==> src/rtl/timer_counter.sv <==
// Memory-mapped 32-bit down-counting timer with one-shot and periodic modes.
// Latency: register writes visible on RD the cycle after the edge; RD is combinational from A[3:2].
// Backpressure: none; every bus write completes in its own cycle, reads never stall.
module timer_counter (
    input  logic        clk,
    input  logic        reset,
    input  logic [31:0] A,
    input  logic        WE,
    input  logic [31:0] WD,
    output logic [31:0] RD,
    output logic        IRQ
);

    localparam logic [1:0] S_IDLE = 2'd0;
    localparam logic [1:0] S_LOAD = 2'd1;
    localparam logic [1:0] S_CNT  = 2'd2;
    localparam logic [1:0] S_INT  = 2'd3;

    localparam logic [1:0] ADDR_CTRL   = 2'd0;
    localparam logic [1:0] ADDR_PRESET = 2'd1;
    localparam logic [1:0] ADDR_COUNT  = 2'd2;

    logic [1:0]  r_state;
    logic [3:0]  r_ctrl;
    logic [31:0] r_preset;
    logic [31:0] r_count;
    logic        r_irq_flag;

    logic        w_en;
    logic        w_periodic;
    logic        w_im;
    logic        w_wr_ctrl;
    logic        w_wr_preset;
    logic        w_in_int;
    logic        w_unused_a;

    // Only A[3:2] selects a register; the remaining address bits are don't-care.
    assign w_unused_a = &{1'b0, A[31:4], A[1:0]};

    assign w_en        = r_ctrl[0];
    // MODE 1x falls back to one-shot, so only the exact 01 encoding is periodic.
    assign w_periodic  = (r_ctrl[2:1] == 2'b01);
    assign w_im        = r_ctrl[3];
    assign w_wr_ctrl   = WE && (A[3:2] == ADDR_CTRL);
    assign w_wr_preset = WE && (A[3:2] == ADDR_PRESET);
    assign w_in_int    = (r_state == S_INT);

    // CTRL register: CPU write has priority over the hardware EN clear at one-shot expiry.
    always_ff @(posedge clk) begin
        if (reset) begin
            r_ctrl <= 4'h0;
        end else if (w_wr_ctrl) begin
            r_ctrl <= WD[3:0];
        end else if (w_in_int && !w_periodic) begin
            r_ctrl[0] <= 1'b0;
        end
    end

    // PRESET register: only sampled into COUNT in LOAD, so mid-count writes wait for the next reload.
    always_ff @(posedge clk) begin
        if (reset) begin
            r_preset <= 32'h0;
        end else if (w_wr_preset) begin
            r_preset <= WD;
        end
    end

    // Sticky one-shot interrupt flag: set at expiry, cleared by any CTRL write (write wins a tie).
    always_ff @(posedge clk) begin
        if (reset) begin
            r_irq_flag <= 1'b0;
        end else if (w_wr_ctrl) begin
            r_irq_flag <= 1'b0;
        end else if (w_in_int && !w_periodic) begin
            r_irq_flag <= 1'b1;
        end
    end

    // Counter FSM: IDLE -> LOAD -> CNT -> INT, then IDLE (one-shot) or LOAD (periodic).
    always_ff @(posedge clk) begin
        if (reset) begin
            r_state <= S_IDLE;
            r_count <= 32'h0;
        end else begin
            case (r_state)
                S_IDLE: begin
                    if (w_en) begin
                        r_state <= S_LOAD;
                    end
                end
                S_LOAD: begin
                    r_count <= r_preset;
                    r_state <= S_CNT;
                end
                S_CNT: begin
                    if (!w_en) begin
                        // Freeze: COUNT holds, a later enable reloads rather than resumes.
                        r_state <= S_IDLE;
                    end else if (r_count == 32'h0) begin
                        r_state <= S_INT;
                    end else begin
                        r_count <= r_count - 32'd1;
                    end
                end
                S_INT: begin
                    r_state <= w_periodic ? S_LOAD : S_IDLE;
                end
                default: begin
                    r_state <= S_IDLE;
                end
            endcase
        end
    end

    // Read mux back to the core's load path.
    always_comb begin
        RD = 32'h0;
        case (A[3:2])
            ADDR_CTRL:   RD = {28'h0, r_ctrl};
            ADDR_PRESET: RD = r_preset;
            ADDR_COUNT:  RD = r_count;
            default:     RD = 32'h0;
        endcase
    end

    // Interrupt: one-shot asserts from the INT cycle onward and is then held by the sticky flag;
    // periodic is a single-cycle pulse while in INT.
    always_comb begin
        IRQ = w_im && (w_in_int || (!w_periodic && r_irq_flag));
    end

endmodule

==> config.mk <==
export PLATFORM = sky130hd
export DESIGN_NAME = timer_counter
export DESIGN_NICKNAME = d
export VERILOG_FILES = /design/src/rtl/timer_counter.sv
export SDC_FILE = /design/constraint.sdc
export NUM_CORES = 1
export LEC_CHECK = 0
export CORE_MARGIN = 4
export CORE_UTILIZATION = 35
export DETAILED_ROUTE_END_ITERATION = 16
export SYNTH_ARGS = -nofsm -noshare
export SYNTH_HDL_FRONTEND = slang
export SYNTH_SLANG_ARGS = --single-unit
==> constraint.sdc <==
create_clock -name clk -period 3.2 [get_ports clk]
set_clock_uncertainty 0.05 [all_clocks]
set_input_delay 0.48 -clock clk [delete_from_list [all_inputs] [get_ports clk]]
set_output_delay 0.48 -clock clk [all_outputs]
set_load 0.005 [all_outputs]
==> results.cfg <==
[die]
die_h_um = 114
dieArea_um2 = 13100
fp.dieW_um = 114
row_count = 38
ios = 100
start_util_pct = 36.1
coreArea_um2 = 11000

[synthesis]
syn-num-nets = 583
yosysSeqAreaShare_pct = 35.9
synthArstFlopShare_pct = 0
synth_edf_count = 0
synth_seq_cells = 71
synth_ff_type = dfxtp_1
synth_area_um2 = 3960
syn_inst = 515
synth_cell_types = 48
yosys_warnings = 0
syn_avg_cell_area_um2 = 7.69

[drt]
wl_per_cell_um = 17.2
vias = 4104
vias_per_cell = 5.80
drc = 0
drt-total-wl_um = 12100
firstDrtPassIters = 5
first_iter_violations = 185
ant_nets = 0

[clocking]
cts_max_level = 3
cts_tree = yes
cts_sinks = 71
worstSkewPairLatency_ps = 340
root_buffer = clkbuf_16
post_cts_resized = 0
cts_max_path_buffers = 2
cts_setup_buffers = 0
clk_pin_slew_ps = 50
cts_hold_buffers = 0
cts_buffers = 9

[global_routing]
grt_max_degree = 45
grt_pass1_wl_um = 19700
grt_pass1_vias = 3945
grt_usage_pct = 18.5
antenna_found_initial = 0
grt_overflow = 0

[timing]
fin_hold_ws_ps = 419
slew_violations = 0
hold_viol = 0
setup_viol = 0
slew_headroom_pct = 48.6
period_share_pct = 87.4
rsz0062_at_grt = no
worst_pin_slew_ps = 772
fin_crit_ps = 2800
max_freq_ghz = 0.358
fin_setup_tns_ps = 0

[power_and_ir_drop]
p_clk_share_pct = 51.7
p_seq_share_pct = 40.5
p_leak_nw = 1.72
p_switching_uw = 497
power.total_mw = 2.26
pwr-share-comb_pct = 7.8
swShare_pct = 22.0
ir_worst_vdd_uv = 185
power_density_nw_per_um2 = 440
internal_power_mw = 1.76

[job]
drv_cap = 0

[worst_setup_path]
setup.worst_path.end_class = primary output
rr_worst_depth = 9
timing.rr.end = r_count[23]
cp.arrival_ps = 2270
r2r_setup_slack_ps = 470
path_max_fanout = 21
crit_type = primary input to primary output
start_kind = primary input
r2r_start = r_count[0]
required_ps = 2670

[place]
dp_hpwl_um = 7910
post_dp_cell_area_um2 = 4790
gp_congestion = 0.805
portBuffers = 69

[layout]
antenna_cells = 0
syn2layout_area_growth_pct = 29.6
drive_gt1_share_pct = 8.47
utilization_pct = 46.7
nNetsFinal = 630
final_area_um2 = 5130

[worst_hold_path]
min_path_type = flip-flop to flip-flop
whs_endpoint = r_preset[22]
hp-start = r_preset[22]
worstHoldPathCells = 2

[status]
status = completed
-- through the flow --
step | instances | worst slack [ps]
after detailed placement | 691 | 384
final | 707 | 404
after global placement | 691 | 397
after CTS | 707 | 381
after floorplan | 515 | 861
after global routing | 707 | 275
-- layout make-up --
cell class / count / area, µm²
Inverter: 12 / 45.0
Tap cell: 140 / 175
Timing Repair Buffer: 92 / 883
Sequential cell: 71 / 1420
Clock buffer: 10 / 239
Fill cell: 1099 / 5850
Multi-Input combinational cell: 376 / 2260
Clock inverter: 6 / 108
-- power by group through the flow --
stage                     Sequential [mW]  Combinational (mW)  Clock (mW)
after global routing                0.916               0.193        1.22
final                               0.915               0.177        1.17
after CTS                           0.915               0.178        1.19
after global placement              0.934               0.175           0
after floorplan                     0.928              0.0894           0
after detailed placement            0.934               0.177           0
-- flip-flops by register name, summed over array words and instances, names as in the netlist --
name and cells:
r_count 32, r_preset 32, r_ctrl 4, r_state 2, r_irq_flag 1
-- logic make-up (layout without fill, tap and decap cells) --
| group | count (synthesis) | after routing | synth area share (%) |
|---|---|---|---|
| AO/OA/AOI/OAI | 185 | 185 | 32.3 |
| XOR/XNOR | 1 | 1 | 0.221 |
| adder cells (fa/ha/maj) | 1 | 1 | 0.316 |
| buffers and inverters | 68 | 120 | 7.33 |
| flip-flops | 71 | 71 | 35.9 |
| multiplexers | 8 | 8 | 2.02 |
| AND/OR/NAND/NOR | 181 | 181 | 21.9 |
-- per-layer routing --
metal	wire, µm	GRT usage, %	up-vias
met4	252	7.84	0
li1	-	-	2018
met3	534	3.07	19
met2	5750	28.9	107
met1	5600	25.2	1960
met5	0	0	-
-- how the worst max path moves through the flow --
stage / cells after the start / end / slack, ps / from
final: 5 / RD[29] / 400 / A[2]
after global routing: 9 / r_count[12] / 280 / r_count[0]
after CTS: 6 / RD[2] / 380 / A[2]
after detailed placement: 6 / RD[2] / 380 / A[2]
after global placement: 6 / RD[2] / 400 / A[2]
after floorplan: 10 / r_count[22] / 860 / r_count[0]
-- synthesized netlist by cell type, types with 3 or more instances --
cell type  number  area share, %
a22o_1         28            6.2
a21boi_0        3           0.57
inv_1          12            1.1
a211oi_1        3           0.57
nand2_1        80            7.6
a31oi_1        11            1.7
nand3_1         4           0.51
clkbuf_1       43            4.1
nand4_1         8            1.3
a22oi_1         8            1.5
nor4_1          8            1.3
or3_1           6           0.95
o32ai_1         3           0.66
o311ai_0       22            4.9
buf_2           5           0.63
nor3_1         13            1.6
nor2_1         34            3.2
o31ai_1        27            5.1
and3_1          4           0.63
dfxtp_1        71             36
buf_4           3           0.57
or4_1           4           0.76
mux2i_1         8            2.0
o21ai_0         8            1.0
nor2b_1         5           0.79
and2_1          4           0.63
a211o_1         3           0.66
a21oi_1        61            7.7
-- cells in the final DEF (no fill, tap or decap), types with 3 or more instances in the layout --
master,count
nor4_1,8
o21ai_0,8
or4_1,4
nor3_1,13
a21oi_1,60
a31oi_1,11
o311ai_0,22
nand2_1,80
nor2_1,34
a211o_1,3
dfxtp_1,71
bufinv_16,3
a22oi_1,8
a22o_1,28
or3_1,6
o31ai_1,27
and2_1,4
mux2i_1,8
o32ai_1,3
and3_1,4
nand4_1,8
a21boi_0,3
clkdlybuf4s50_1,68
clkbuf_16,9
nor2b_1,3
nand3_1,4
inv_1,12
buf_4,21
a211oi_1,3
-- worst max-delay path, cell delays in order --
cell and delay (ps):
clkdlybuf4s50_1 590, nor2b_2 200, buf_4 280, a22o_1 200
clkdlybuf4s50_1 500
(Power assumes the default switching activity.)
